## config.mk

```make
export PLATFORM = sky130hd
export DESIGN_NAME = hyp_range_reduce
export DESIGN_NICKNAME = d
export VERILOG_FILES = /design/src/rtl/hyp_range_reduce.sv
export SDC_FILE = /design/constraint.sdc
export NUM_CORES = 1
export LEC_CHECK = 0
export CAP_MARGIN = 20
export CORE_ASPECT_RATIO = 1.2
export CORE_UTILIZATION = 55
export CTS_BUF_LIST = sky130_fd_sc_hd__clkbuf_2 sky130_fd_sc_hd__clkbuf_4 sky130_fd_sc_hd__clkbuf_8
export CTS_CLUSTER_SIZE = 25
export DETAILED_ROUTE_END_ITERATION = 8
export PLACE_DENSITY_LB_ADDON = 0.12
export SKIP_LAST_GASP = 1
export SLEW_MARGIN = 15
export SYNTH_ARGS = -nofsm -noshare
export SYNTH_HDL_FRONTEND = slang
export SYNTH_SLANG_ARGS = --single-unit
```

## constraint.sdc

```tcl
create_clock -name clk -period 4.6 [get_ports clk]
set_clock_uncertainty 0.05 [all_clocks]
set_input_delay 0.92 -clock clk [delete_from_list [all_inputs] [get_ports clk]]
set_output_delay 0.92 -clock clk [all_outputs]
set_load 0.01 [all_outputs]
```

## src/rtl/hyp_range_reduce.sv

```systemverilog
// hyp_range_reduce: range reduction ahead of the hyperbolic CORDIC.
// Splits a wide signed Q.14 angle into ang = k*ln2 + r with |r| <= ln2/2.
// r feeds the CORDIC angle port as Q2.14; k is the power-of-two rebuild count.
// Optional build macro HRR_QUAD_STEP_EN adds a 4*ln2 step to shorten long reductions.
module hyp_range_reduce #(
   parameter int IN_W     = 20,
   parameter int K_W      = 7,
   parameter int LN2      = 11357,
   parameter int HALF_LN2 = 5678
) (
   input  logic                  clk,
   input  logic                  reset,
   input  logic                  in_valid,
   output logic                  in_ready,
   input  logic signed [IN_W-1:0] ang_in,
   output logic                  out_valid,
   input  logic                  out_ready,
   output logic signed [15:0]    r_out,
   output logic signed [K_W-1:0] k_out,
   output logic                  busy
);

   localparam int ACC_W = IN_W + 1;

   localparam logic signed [ACC_W-1:0] LN2_A      = ACC_W'(LN2);
   localparam logic signed [ACC_W-1:0] HALF_A     = ACC_W'(HALF_LN2);
   localparam logic signed [ACC_W-1:0] NEG_HALF_A = -HALF_A;
   localparam logic signed [K_W-1:0]   K_ONE      = K_W'(1);

`ifdef HRR_QUAD_STEP_EN
   localparam logic signed [ACC_W-1:0] QUAD_LN2_A     = ACC_W'(4 * LN2);
   localparam logic signed [ACC_W-1:0] QUAD_THR_A     = ACC_W'(4 * LN2 + HALF_LN2);
   localparam logic signed [ACC_W-1:0] NEG_QUAD_THR_A = -QUAD_THR_A;
   localparam logic signed [K_W-1:0]   K_FOUR         = K_W'(4);
`endif

   typedef enum logic [1:0] {
      IDLE,
      REDUCE,
      DONE
   } state_t;

   state_t                  state;
   logic signed [ACC_W-1:0] acc;
   logic signed [K_W-1:0]   k;

   // Handshake and status flags depend only on the registered state
   assign in_ready = (state == IDLE);
   assign busy     = (state == REDUCE);

   // Accept an operand, peel off ln2 multiples one decision per cycle, then hold the result
   always_ff @(posedge clk) begin
      if (!reset) begin
         state     <= IDLE;
         acc       <= '0;
         k         <= '0;
         r_out     <= '0;
         k_out     <= '0;
         out_valid <= 1'b0;
      end else begin
         case (state)
            IDLE: begin
               if (in_valid) begin
                  acc   <= {ang_in[IN_W-1], ang_in};
                  k     <= '0;
                  state <= REDUCE;
               end
            end
            REDUCE: begin
`ifdef HRR_QUAD_STEP_EN
               if (acc > QUAD_THR_A) begin
                  acc <= acc - QUAD_LN2_A;
                  k   <= k + K_FOUR;
               end else if (acc < NEG_QUAD_THR_A) begin
                  acc <= acc + QUAD_LN2_A;
                  k   <= k - K_FOUR;
               end else
`endif
               if (acc > HALF_A) begin
                  acc <= acc - LN2_A;
                  k   <= k + K_ONE;
               end else if (acc < NEG_HALF_A) begin
                  acc <= acc + LN2_A;
                  k   <= k - K_ONE;
               end else begin
                  r_out     <= acc[15:0];
                  k_out     <= k;
                  out_valid <= 1'b1;
                  state     <= DONE;
               end
            end
            DONE: begin
               if (out_ready) begin
                  out_valid <= 1'b0;
                  state     <= IDLE;
               end
            end
            default: begin
               state     <= IDLE;
               out_valid <= 1'b0;
            end
         endcase
      end
   end

endmodule

```

==> out/metrics.cfg, run 1 <==
[outcome]
outcome = finished clean

[die]
io_pins = 50
die_width_microns = 73.8
rows = 31
start_util_pct = 56.6
dieArea_sq_um = 6510
die_h_microns = 88.2
core_sq_um = 6010

[placement]
port_buffers = 49
place_ws_ns = 0.589
place_congestion = 0.921
dp_hpwl_microns = 5820

[finish]
drive_above_1_share_pct = 4.88
nFillCells = 536
syn_to_final_growth_pct = 18.7
seq_area_sq_um = 1080
layout_commonest_cell = dfxtp_1
layout.nets = 479
final_cell_mix = 54 x dfxtp_1, 49 x clkdlybuf4s50_1, 33 x nand2_1, 27 x nor2b_1
diodes = 0
multi_input_area_sq_um = 2180

[clock_network]
cts.clk_slew.worst_paths_ns = 0.10
clockRootBuffer = clkbuf_8
clkLatencyLatePin_ns = 0.32
cts_made_buffers = 5
cts.path.max_buffers = 2
post_cts_buffers = 0
holdBufCountCts = 0
cts_tree = yes
clock-sinks = 54
cts.htree.levels = 2
cts_resized = 0

[routing]
vias_per_cell = 5.96
drc = 0
dr.pass1.iters = 4
drtIter0Drc = 221
avgRoutedWirePerCell_microns = 16.0
dr_total_vias = 3054
drtAntennaViolNets = 0
routed_wl_microns = 8220

[global_routing]
grt_max_degree = 58
grt_overflow = 0
grt_pass1_wl_microns = 13700
grt_use_total_pct = 27.2
grt_pass1_vias = 2838
antenna_found_initial = 0

[pwr]
clkPwrFrac_pct = 14.5
pwr-share-comb_pct = 54.7
switching_power_mw = 0.879
power_density_nw_per_um2 = 497
p_int_mw = 1.13
pwr-share-seq_pct = 30.9
sw_frac_of_total_pct = 43.8
p_total_mw = 2.01
peakVddDrop_mv = 0.344
leakagePower_nw = 1.58

[timing]
slew_viol_final = 0
hold_viol = 0
timing.setup.tns_ns = 0
period_needed_ns = 4.13
rsz0062_at_grt = false
final-setup-viol-count = 0
timing.final.ws_setup_ns = 0.469
slew_headroom_pct = 31.3
max_slew.worst_pin.slew_ns = 1.03
fmax_mhz = 242
fin_crit_sh_pct = 89.8

[critical_path]
crit_path_start = acc[11]
worstPathCellList = or4_1 -> a211oi_2 -> o211ai_2 -> nor2b_1 -> buf_4 -> ha_1 -> a21oi_1 -> o21ba_2 -> o21ai_0 -> a2111o_1 -> a21oi_1 -> xor2_1 -> o221ai_1
r2r_slack_ns = 0.47
cp_data_arrival_time_ns = 4.26
worstPathMaxFanout = 10
crit_cells = 13
worst_setup_path_start_kind = flop
slowest_delay_ns = 0.60
required_ns = 4.73
crit_slowest_cell = or4_1
critical-path-top-delay-family = compound AO/OA/AOI/OAI gates
worstReg2RegStart = acc[11]
criticalPathCategory = reg2reg
reg2regPathDepth = 13
cp.buffers_inverters = 1
cp_common_cell = a21oi_1
crit_end = acc[17]
r2r_end = acc[17]
cp-end-kind = flop

[synth]
syn_avg_cell_area_sq_um = 8.84
async_flop_share_pct = 0
postSynthCellCount = 385
yosysUniqueCellTypes = 55
syn-cell-area_sq_um = 3400
ys.flop_type = dfxtp_1
synth_edf_count = 0
ys_seq_area_share_pct = 31.8
yosys_warnings = 0
synth-seq-cells = 54
syn_nets = 435

[worst_hold_path]
worstHoldPathCells = 2
hold_path_class = reg2reg

[run]
cap_violations = 0

==> kinds of logic (layout without fill, tap and decap cells) <==
kind of cell | Yosys count | count (layout) | synth area share [%]
compound gates | 120 | 120 | 25.6
xor+xnor | 16 | 16 | 4.12
fa+ha+maj | 26 | 26 | 10.0
buf+inv | 29 | 74 | 4.19
flops | 54 | 54 | 31.8
mux | 24 | 24 | 7.06
simple gates | 116 | 116 | 17.2
==> area by class of cell <==
| type | instances | share of cell area [%] |
|---|---|---|
| Clock buffer | 6 | 2.04 |
| Inverter | 11 | 1.02 |
| Timing Repair Buffer | 55 | 13.3 |
| Tap cell | 82 | 2.54 |
| Clock inverter | 2 | 0.403 |
| Sequential cell | 54 | 26.8 |
| Multi-Input combinational cell | 302 | 54.0 |
==> layer usage <==
| layer | up-vias | track usage (%) | part of all wire (%) |
|---|---|---|---|
| li1 | 1510 | - | - |
| met3 | 17 | 4.37 | 5.0 |
| met1 | 1428 | 33.8 | 44 |
| met4 | 0 | 11.0 | 2.6 |
| met2 | 99 | 46.6 | 49 |
| met5 | - | 0 | 0 |
==> state kept, by name, summed over array words and instances (netlist names) <==
signal	count
acc	21
k	7
r_out	16
out_valid	1
state	2
k_out	7
==> stage by stage <==
| stage | area [sq um] | utilization (%) | std cells | hold slack [ns] |
|---|---|---|---|---|
| 6_report | 4040 | 67.2 | 512 | 0.426 |
| 5_1_grt | 4040 | 67.2 | 512 | 0.446 |
| 4_1_cts | 4040 | 67.2 | 512 | 0.432 |
| 3_5_place_dp | 3940 | 65.5 | 504 | 0.415 |
| 3_3_place_gp | 3940 | 65.5 | 504 | 0.407 |
| 2_1_floorplan | 3400 | - | 385 | 0.398 |
==> worst min-delay path by stage <==
stage | startpoint | to | slack (ns)
floorplan | k[2] | k[2] | 0.40
global placement | r_out[14] | r_out[14] | 0.41
detailed placement | r_out[13] | r_out[13] | 0.41
CTS | r_out[13] | r_out[13] | 0.43
global route | r_out[15] | r_out[15] | 0.45
finish | r_out[13] | r_out[13] | 0.43
==> power by group through the flow <==
stage          combinational, mW  clock, mW  sequential [mW]
3_5_place_dp                1.08          0            0.628
2_1_floorplan              0.849          0            0.599
3_3_place_gp                1.06          0            0.625
5_1_grt                     1.23      0.314            0.629
6_report                    1.10      0.290            0.620
4_1_cts                     1.09      0.299            0.617
==> worst reg2reg max path, delay by kind of cell, from the launching register on <==
kind            cells  cell delay (ns)
simple gates        2             0.90
xor+xnor            1             0.17
fa+ha+maj           1             0.37
compound gates      8             1.91
flops               1             0.38
buf+inv             1             0.24
==> Yosys cell counts (all sizes together), types with 5 or more instances <==
| library cell | count | area share (%) |
|---|---|---|
| o21ai | 20 | 2.9 |
| nor2b | 27 | 5.0 |
| nand2 | 33 | 3.6 |
| nand2b | 6 | 1.1 |
| o211a | 6 | 1.8 |
| o211ai | 10 | 2.4 |
| xnor2 | 8 | 2.1 |
| mux2i | 24 | 7.1 |
| dfxtp | 54 | 32 |
| a21boi | 8 | 1.8 |
| o21a | 6 | 1.3 |
| a21oi | 26 | 4.3 |
| nand3 | 14 | 2.1 |
| nor2 | 16 | 1.8 |
| ha | 24 | 8.8 |
| inv | 10 | 1.1 |
| xor2 | 8 | 2.1 |
| buf | 7 | 1.8 |
| a31oi | 8 | 1.5 |
| clkbuf | 11 | 1.2 |
| a21o | 5 | 1.1 |
Power figures use the tool's default switching activity.
==> run 2, diff against run 1 <==
- PLACE_DENSITY: unset -> 0.81
- PLACE_DENSITY_LB_ADDON: 0.12 -> unset
==> run 2 against run 1 <==
Against the previous run: worst setup slack improved by 0.061 ns; via count about the same; critical path type unchanged; critical endpoint is now acc[18]; final area increased by 0.74%; register-to-register slack improved by 0.06 ns; sequential cell count unchanged.
==> out/metrics.cfg, run 2 (synthesis gave the netlist of run 1 again) <==
[timing]
timing.final.ws_setup_ns = 0.530  ; +0.0606 ns
hold_slack_ns = 0.423  ; -0.00280 ns
max_slew.worst_pin.slew_ns = 1.03  ; +0.00664 ns
timing.setup.tns_ns = 0  ; unchanged
final-setup-viol-count = 0  ; unchanged
fin_crit_sh_pct = 88.5  ; -1.3 points
rsz0062_at_grt = false
slew_headroom_pct = 30.9  ; -0.49 points
period_needed_ns = 4.07  ; -0.0606 ns
slew_viol_final = 0  ; unchanged
hold_viol = 0  ; unchanged
fmax_mhz = 246  ; +1.5%

[clock_network]
cts_tree = yes
clkLatencyLatePin_ns = 0.31  ; about the same
cts.htree.levels = 2  ; unchanged
post_cts_buffers = 0  ; unchanged
cts.clk_slew.worst_paths_ns = 0.10  ; about the same
clock-sinks = 54  ; unchanged
cts.path.max_buffers = 2  ; unchanged
clockRootBuffer = clkbuf_8
cts_resized = 0  ; unchanged
cts_made_buffers = 5  ; unchanged
holdBufCountCts = 0  ; unchanged

[routing]
drc = 0  ; unchanged
wl_met3_microns = 268  ; -34%
vias_per_cell = 5.95  ; -0.26%
avgRoutedWirePerCell_microns = 15.7  ; -2.3%
met2RoutedLength_microns = 4080  ; +1.9%
dr.pass1.iters = 5  ; +1
dr_total_vias = 3052  ; -0.065%
drtIter0Drc = 192  ; -13%
top_layer_used = met4
routed_wl_microns = 8040  ; -2.1%
drt-met1-wl_microns = 3420  ; -4.7%
drtAntennaViolNets = 0  ; unchanged

[pwr]
switching_power_mw = 0.872  ; -0.88%
p_int_mw = 1.18  ; +4.9%
pwr-share-comb_pct = 53.2  ; -1.5 points
clkPwrFrac_pct = 16.7  ; +2.2 points
peakVddDrop_mv = 0.292  ; -15%
power_density_nw_per_um2 = 505  ; +1.6%
leakagePower_nw = 1.60  ; +1.2%
pwr-share-seq_pct = 30.1  ; -0.8 points
sw_frac_of_total_pct = 42.4  ; -1.4 points
p_total_mw = 2.05  ; +2.4%

[global_routing]
grt_pass1_vias = 2884  ; +1.6%
grt_use_total_pct = 26.6  ; -0.64 points
grt_pass1_wl_microns = 13400  ; -1.8%
antenna_found_initial = 0  ; unchanged
grt_max_degree = 33  ; -43%
grt_overflow = 0  ; unchanged

[outcome]
outcome = finished clean

[placement]
place_congestion = 0.929  ; +0.93%
port_buffers = 49  ; unchanged
place_ws_ns = 0.655  ; +0.0651 ns
dp_hpwl_microns = 5870  ; +0.85%

[finish]
largest_register = acc
layout_commonest_cell = dfxtp_1
final_cell_mix = 54 x dfxtp_1, 49 x clkdlybuf4s50_1, 33 x nand2_1, 27 x nor2b_1
multi_input_area_sq_um = 2180  ; unchanged
seq_area_sq_um = 1080  ; unchanged
drive_above_1_share_pct = 5.10  ; +0.22 points
layout.nets = 480  ; +0.21%
nFillCells = 487  ; -9.1%
syn_to_final_growth_pct = 19.6
postLayoutCoreUtil_pct = 67.7  ; +0.50 points
diodes = 0  ; unchanged
reg.largest.list = acc (21), r_out (16)
largest_reg_flops = 21  ; unchanged

[critical_path]
criticalPathCategory = reg2reg
cp-end-kind = flop
required_ns = 4.79  ; +0.06 ns
cp_data_arrival_time_ns = 4.26  ; about the same
worstPathMaxFanout = 12  ; +2
worst_setup_path_start_kind = flop

[die]
io_pins = 50  ; unchanged
core_sq_um = 6010  ; unchanged
rows = 31  ; unchanged
die_width_microns = 73.8  ; unchanged
die_h_microns = 88.2  ; unchanged
dieArea_sq_um = 6510  ; unchanged
start_util_pct = 56.6  ; unchanged

[run]
cap_violations = 0  ; unchanged

[worst_hold_path]
hold_path_class = reg2reg

## run 2: changes by cell type in the layout (fill, tap and decap cells not counted), sizes merged
| cell | before | now |
|---|---|---|
| clkinvlp | 1 | 0 |
| buf | 6 | 7 |
| bufinv | 0 | 1 |
## run 2: area by class of cell
cell class                 instances  share of cell area [%]
sequential                        54                    26.6
clock inverter                     2                   0.953
multi-input combinational        302                    53.6
tap                               82                    2.52
clock buffer                       6                    2.03
timing repair buffer              56                    13.3
inverter                          11                    1.01
## run 2: through the flow
step / instance area (sq um) / std cells
finish: 4070 / 513
global route: 4070 / 513
CTS: 4070 / 513
detailed placement: 3950 / 505
global placement: 3950 / 505
floorplan: 3400 / 385
## run 2: path summary, 6_finish.rpt
kind | from | depth (start not counted) | slack [ns] | to
setup / recovery | acc[11] | 14 | 0.53 | acc[18]
hold reg to reg | r_out[15] | 2 | 0.42 | r_out[15]
hold / removal | r_out[15] | 2 | 0.42 | r_out[15]
setup reg to reg | acc[11] | 14 | 0.53 | acc[18]
## run 2: worst max-delay path: stages (launching register included)
cell       delay [ns]
dfxtp_1          0.38
or4_1            0.58
a211oi_2         0.21
o211ai_2         0.18
nor2b_1          0.26
inv_1            0.10
buf_4            0.21
ha_1             0.29
nor2b_1          0.17
o2111ai_1        0.35
a31oi_1          0.21
o211ai_1         0.32
a31oi_1          0.19
or3_1            0.33
a41oi_1          0.17
## run 2: power groups by stage
| stage | clock network (mW) | logic, mW | registers [mW] |
|---|---|---|---|
| floorplan | 0 | 0.849 | 0.599 |
| global placement | 0 | 1.06 | 0.625 |
| detailed placement | 0 | 1.07 | 0.628 |
| CTS | 0.352 | 1.09 | 0.616 |
| global route | 0.367 | 1.22 | 0.626 |
| finish | 0.342 | 1.09 | 0.618 |
## run 2: per-layer routing
layer | vias to the layer above | track usage [%]
li1 | 1513 | -
met1 | 1428 | 31.5
met2 | 89 | 46.9
met3 | 22 | 3.34
met4 | 0 | 13.1
met5 | - | 0
